## src/rtl/hdmi_period_scheduler.sv

```systemverilog
// hdmi_period_scheduler
//   Sequences the three TMDS channel encoders (ch0=blue, ch1=green, ch2=red) for HDMI output.
//   The incoming timing/pixel stream is delayed by a fixed 11 cycles so that an 8-character
//   video preamble (CTL0..3 = 1,0,0,0) and a 2-character leading guard band can be inserted
//   ahead of each active line, provided the blanking before the line was long enough.
//
// Parameters
//   DVI_MODE   1 = DVI sink: never insert preamble/guard, CTL1..3 held 0, same latency
//   MIN_BLANK  blanking run (cycles, 10..255) needed before a DE rise to insert preamble+guard
//
// Ports
//   clk, resetn               pixel clock, synchronous active-low reset
//   vid_de/hsync/vsync        timing from the video generator
//   vid_r/g/b                 pixel components
//   clr_err                   clears err_short_blank
//   enc_de, enc_d0/d1/d2      DE and data for the ch0/ch1/ch2 encoders (b/g/r), data 0 when DE=0
//   enc_ctl                   {ch2 C1,C0, ch1 C1,C0, ch0 C1=vsync, C0=hsync}
//   guard_valid, guard_sym*   guard band character strobe and its constant symbols
//   state_o                   0=CTRL 1=PREAMBLE 2=GUARD 3=VIDEO (aligned with outputs)
//   err_short_blank           sticky: a DE rise followed fewer than MIN_BLANK blank cycles

module hdmi_period_scheduler #(
   parameter int unsigned DVI_MODE  = 0,
   parameter int unsigned MIN_BLANK = 12
) (
   input  logic       clk,
   input  logic       resetn,
   input  logic       vid_de,
   input  logic       vid_hsync,
   input  logic       vid_vsync,
   input  logic [7:0] vid_r,
   input  logic [7:0] vid_g,
   input  logic [7:0] vid_b,
   input  logic       clr_err,
   output logic       enc_de,
   output logic [7:0] enc_d0,
   output logic [7:0] enc_d1,
   output logic [7:0] enc_d2,
   output logic [5:0] enc_ctl,
   output logic       guard_valid,
   output logic [9:0] guard_sym0,
   output logic [9:0] guard_sym1,
   output logic [9:0] guard_sym2,
   output logic [1:0] state_o,
   output logic       err_short_blank
);

   localparam int unsigned Depth    = 10;
   localparam logic [7:0]  MinBlank = 8'(MIN_BLANK);
   localparam logic        DviMode  = (DVI_MODE != 0);

   typedef struct packed {
      logic       de;
      logic       hs;
      logic       vs;
      logic [7:0] r;
      logic [7:0] g;
      logic [7:0] b;
   } vid_t;

   typedef enum logic [1:0] {
      StCtrl     = 2'd0,
      StPreamble = 2'd1,
      StGuard    = 2'd2,
      StVideo    = 2'd3
   } state_e;

   vid_t       dly_q [Depth];
   vid_t       cur;
   vid_t       tail;
   logic [7:0] blank_q, blank_d;
   state_e     state_q, state_d;
   logic [2:0] pcnt_q, pcnt_d;
   logic       err_q, err_d;
   logic       enc_de_q, enc_de_d;
   logic [7:0] enc_d0_q, enc_d0_d;
   logic [7:0] enc_d1_q, enc_d1_d;
   logic [7:0] enc_d2_q, enc_d2_d;
   logic [5:0] enc_ctl_q, enc_ctl_d;
   logic       guard_q, guard_d;
   logic       de_rise;
   logic       long_blank;
   logic       start_pre;
   logic       short_rise;

   assign cur  = '{de: vid_de, hs: vid_hsync, vs: vid_vsync, r: vid_r, g: vid_g, b: vid_b};
   // Oldest delay stage: what the output register shows next cycle.
   assign tail = dly_q[Depth-1];

   // The previous input DE lives in the first delay stage; after reset it reads 0, so a DE held
   // high through reset counts as a rise with a zero blank count.
   assign de_rise    = vid_de & ~dly_q[0].de;
   assign long_blank = (blank_q >= MinBlank);
   assign start_pre  = de_rise & long_blank & ~DviMode;
   assign short_rise = de_rise & ~long_blank & ~DviMode;

   always_comb begin
      blank_d = blank_q;
      if (vid_de) begin
         blank_d = '0;
      end else if (blank_q != 8'hFF) begin
         blank_d = blank_q + 8'd1;
      end
   end

   // The DE rise is seen 11 cycles before the delayed pixel reaches the outputs, leaving exactly
   // 8 preamble + 2 guard cycles in front of it.
   always_comb begin
      state_d = state_q;
      pcnt_d  = pcnt_q;
      if (start_pre) begin
         state_d = StPreamble;
         pcnt_d  = 3'd7;
      end else begin
         case (state_q)
            StPreamble: begin
               if (pcnt_q == 3'd0) begin
                  state_d = StGuard;
                  pcnt_d  = 3'd1;
               end else begin
                  pcnt_d = pcnt_q - 3'd1;
               end
            end
            StGuard: begin
               if (pcnt_q == 3'd0) begin
                  state_d = tail.de ? StVideo : StCtrl;
               end else begin
                  pcnt_d = pcnt_q - 3'd1;
               end
            end
            default: begin
               state_d = tail.de ? StVideo : StCtrl;
            end
         endcase
      end
   end

   always_comb begin
      enc_de_d  = (state_d == StVideo) & tail.de;
      enc_d0_d  = enc_de_d ? tail.b : 8'd0;
      enc_d1_d  = enc_de_d ? tail.g : 8'd0;
      enc_d2_d  = enc_de_d ? tail.r : 8'd0;
      enc_ctl_d = {4'b0000, tail.vs, tail.hs};
      if (state_d == StPreamble) begin
         enc_ctl_d[2] = 1'b1;  // ch1 C0
      end
      guard_d = (state_d == StGuard);
      // Set has priority over a simultaneous clear.
      err_d   = short_rise | (err_q & ~clr_err);
   end

   always_ff @(posedge clk) begin
      if (!resetn) begin
         for (int i = 0; i < Depth; i++) begin
            dly_q[i] <= '0;
         end
         blank_q   <= '0;
         state_q   <= StCtrl;
         pcnt_q    <= '0;
         err_q     <= 1'b0;
         enc_de_q  <= 1'b0;
         enc_d0_q  <= '0;
         enc_d1_q  <= '0;
         enc_d2_q  <= '0;
         enc_ctl_q <= '0;
         guard_q   <= 1'b0;
      end else begin
         dly_q[0] <= cur;
         for (int i = 1; i < Depth; i++) begin
            dly_q[i] <= dly_q[i-1];
         end
         blank_q   <= blank_d;
         state_q   <= state_d;
         pcnt_q    <= pcnt_d;
         err_q     <= err_d;
         enc_de_q  <= enc_de_d;
         enc_d0_q  <= enc_d0_d;
         enc_d1_q  <= enc_d1_d;
         enc_d2_q  <= enc_d2_d;
         enc_ctl_q <= enc_ctl_d;
         guard_q   <= guard_d;
      end
   end

   assign enc_de          = enc_de_q;
   assign enc_d0          = enc_d0_q;
   assign enc_d1          = enc_d1_q;
   assign enc_d2          = enc_d2_q;
   assign enc_ctl         = enc_ctl_q;
   assign guard_valid     = guard_q;
   assign state_o         = state_q;
   assign err_short_blank = err_q;

   assign guard_sym0 = 10'b1011001100;
   assign guard_sym1 = 10'b0100110011;
   assign guard_sym2 = 10'b1011001100;

endmodule

```

## config.mk

```make
export PLATFORM = sky130hd
export DESIGN_NAME = hdmi_period_scheduler
export DESIGN_NICKNAME = d
export VERILOG_FILES = /design/src/rtl/hdmi_period_scheduler.sv
export SDC_FILE = /design/constraint.sdc
export NUM_CORES = 1
export LEC_CHECK = 0
export BUFFER_PORTS_ARGS = -buffer_cell sky130_fd_sc_hd__buf_2
export CAP_MARGIN = 20
export CORE_MARGIN = 4
export CORE_UTILIZATION = 57
export DETAILED_ROUTE_END_ITERATION = 10
export PLACE_DENSITY = 0.82
export REMOVE_ABC_BUFFERS = 1
export SYNTH_ARGS = -nofsm -noshare
export SYNTH_HDL_FRONTEND = slang
export SYNTH_SLANG_ARGS = --single-unit
```

## constraint.sdc

```tcl
create_clock -name clk -period 2.2 [get_ports clk]
set_clock_uncertainty 0.05 [all_clocks]
set_input_delay 0.33 -clock clk [delete_from_list [all_inputs] [get_ports clk]]
set_output_delay 0.33 -clock clk [all_outputs]
set_load 0.1 [all_outputs]
```

==> impl_metrics.ini <==
[timing]
final-hold-violation-count = 0
finalSetupTns_ns = 0
finalCritPeriodShare_pct = 95.99
grt_setup_unrepaired = yes
layout_min_cycle_time_ns = 2.112
finalMaxSlewViolations = 0
setup_viol = 0
max_freq_ghz = 0.4735

[placement]
dp_hpwl_um = 6303
numPortBuffers = 61
gp_congestion = 0.6631
postPlaceCellArea_um2 = 9687
place_inst = 1030

[logic_synthesis]
synthDistinctLibCells = 39
synth_area_um2 = 9334
synthAdderAreaFrac_pct = 0.8043
ys_warn_count = 0
syn_inst = 788
syn_avg_cell_area_um2 = 11.85
synth_edf_count = 0
synth-xor-area-share_pct = 0.1877
yosys.area_share.simple_pct = 20.11
synthFlopType = dfxtp_1
synthArstFlopShare_pct = 0
synth-seq-cells = 313
synth_top_family_by_area = simple AND/OR/NAND/NOR gates
seq_area_frac_synth_pct = 67.13
synth-compound-area-share_pct = 5.563
synthMuxAreaShare_pct = 0.2681

[grt]
overflow = 0
grt-busiest-layer = met2
grt.met1_usage_pct = 15.30
grt_first_pass_wirelength_um = 19810
grt_max_degree = 165
grt_usage_pct = 12.71
antenna_found_initial = 0
gr-usage-met2_pct = 22.43
grt_pass1_vias = 4484
grt_util_met3_pct = 2.924

[critical_path]
critPathBufInv = 1
path_cells = inv_1, ha_1, nor2b_4, mux2_4, o31a_4, a2111oi_0
worstPathArrival_ns = 2.47
critPathMaxFanout = 14
r2r-end = enc_d0[2]$_SDFF_PN0_
crit_type = reg -> reg
crit_required_ns = 2.55
cpLargestDelayFamily = compound AO/OA/AOI/OAI gates
crit_slowest_cell = a2111oi_0
endpoint_kind = register
rr_startpoint = pcnt_q[0]$_SDFFE_PN0P_
max_stage_delay_ns = 0.41
rr_worst_depth = 6
r2r_setup_slack_ns = 0.09
startpoint_type = register

[die]
die_area_um2 = 18490
io_pins = 95
die_width_um = 136.0
fp.coreArea_um2 = 15940
die_h_um = 136.0
fp-row-count = 46
start_util_pct = 58.55

[layout]
multi_input_area_um2 = 2683
nets = 909
mostFrequentLayoutCells = 313 x dfxtp_1, 273 x and2_1, 60 x buf_2
final_common_cell = dfxtp_1
fin_area_um2 = 10950
drive_above_1_share_pct = 16.20
num_antenna_cells = 0
nFillCells = 1099
layout.area.seq_um2 = 6266
areaGrowthSynthToFinish_pct = 17.32
instances_no_fill = 1111

[drt]
ant_nets = 0
dr.pass1.iters = 5
wl_um = 11670
drt_iter0_drc = 182
vias_per_cell = 4.365
wl_per_cell_um = 10.51
num_vias = 4849
drc = 0

[run_status]
status = finished clean

[worst_hold_path]
worstHoldPathType = in -> reg
min_to = err_short_blank$_SDFF_PN0_
holdPathStages = 3
hp-start = clr_err

[clock_tree]
cts_made_buffers = 29
cts.sinks = 313
postCtsSetupRepairBufs = 0
htreeDepth = 1
root_buffer = clkbuf_16
cts_buffer_depth = 3
cts_tree = yes
clk_pin_slew_worst_paths_ns = 0.06
clk_latency_ns = 0.52

[pwr]
p_leak_nw = 4.608
peakVddDrop_v = 0.0006557
p_per_area_nw_per_um2 = 1005

[run]
drv_cap = 0
-- power by group --
group          switching, mW  internal [mW]
clock network           1.93           2.85
logic                  0.347          0.104
registers             0.0164           5.75
total                   2.30           8.70
-- how the worst max path moves through the flow --
stage | from | cells after the start | slack (ns) | endpoint
finish | pcnt_q[0]$_SDFFE_PN0P_ | 6 | 0.09 | enc_d0[2]$_SDFF_PN0_
global route | pcnt_q[0]$_SDFFE_PN0P_ | 6 | -0.05 | enc_d0[0]$_SDFF_PN0_
CTS | pcnt_q[0]$_SDFFE_PN0P_ | 6 | 0.003 | enc_d2[2]$_SDFF_PN0_
global placement | pcnt_q[0]$_SDFFE_PN0P_ | 6 | 0.10 | enc_d1[3]$_SDFF_PN0_
detailed placement | pcnt_q[0]$_SDFFE_PN0P_ | 6 | -0.03 | enc_d0[1]$_SDFF_PN0_
floorplan | state_o[1]$_SDFF_PN0_ | 5 | -0.43 | enc_d0[0]$_SDFF_PN0_
-- Yosys cell counts, types with 2 or more instances --
cell       instances  area share (%)
a2111oi_0          8            0.75
a2111oi_2         15             2.4
a211oi_1           2            0.16
a21o_2             2            0.19
a21oi_1           10            0.54
a31oi_1            2            0.13
and2_1           273              18
and3_1             2            0.13
buf_2              2            0.11
buf_4             33             2.7
buf_6              3            0.36
clkbuf_1          34             1.4
conb_1             2           0.080
dfxtp_1          313              67
ha_1               6            0.80
inv_1             33             1.3
nand2_1            6            0.24
nand2b_1           3            0.20
nand3_1            3            0.16
nor2_1             8            0.32
nor3_1             6            0.32
o21ai_0            5            0.27
-- sequential cells by signal (all words and copies together), names as in the netlist --
name,count
blank_q,8
dly_q,270
enc_ctl,3
enc_d0,8
enc_d1,8
enc_d2,8
enc_de,1
err_short_blank,1
guard_valid,1
pcnt_q,3
state_o,2
-- cell type report --
class / instances / area share, %
multi-input combinational: 401 / 24.50
tap: 216 / 2.468
timing repair buffer: 95 / 6.021
clock buffer: 39 / 7.518
clock inverter: 14 / 1.143
inverter: 33 / 1.131
sequential: 313 / 57.22
-- metal layers --
metal | wire, um | part of all wire (%)
met4 | 314 | 2.7
met1 | 4957 | 42
met2 | 5673 | 49
met3 | 726 | 6.2
met5 | 0 | 0
-- tightest hold or removal path, stage by stage --
cell and delay (ns):
buf_2 0.07, nand2b_1 0.10, a21oi_1 0.06
-- logic make-up (layout without fill, tap and decap cells) --
logic type                 Yosys count  in the layout
AOI/OAI and AO/OA                   51             52
buffers and inverters              106            181
adders and majority gates            6              6
xor gates and xnor gates             2              2
other                                2             33
DFF                                313            313
and+or+nand+nor                    306            306
muxes                                2              2
-- repair_timing --
action / CTS / global route
pin swaps: 1 / 0
endpoints found under the hold margin: 27 / 0
gates resized for setup: 1 / 7
cloned: 0 / 1
hold buffers: 27 / 0
endpoints found under the setup margin: 10 / 24
-- per-stage QoR --
step	power [mW]	util, %	setup slack [ns]	hold slack [ns]
2_1_floorplan	6.207	-	-0.4337	0.3570
3_3_place_gp	6.297	60.76	0.1014	0.3635
3_5_place_dp	6.305	60.76	-0.03221	0.3669
4_1_cts	11.13	68.41	0.003187	0.02163
5_1_grt	11.39	68.69	-0.05289	0.05486
6_report	11.00	68.69	0.08823	0.04102
Note: power is estimated with default switching activity, not from simulation.
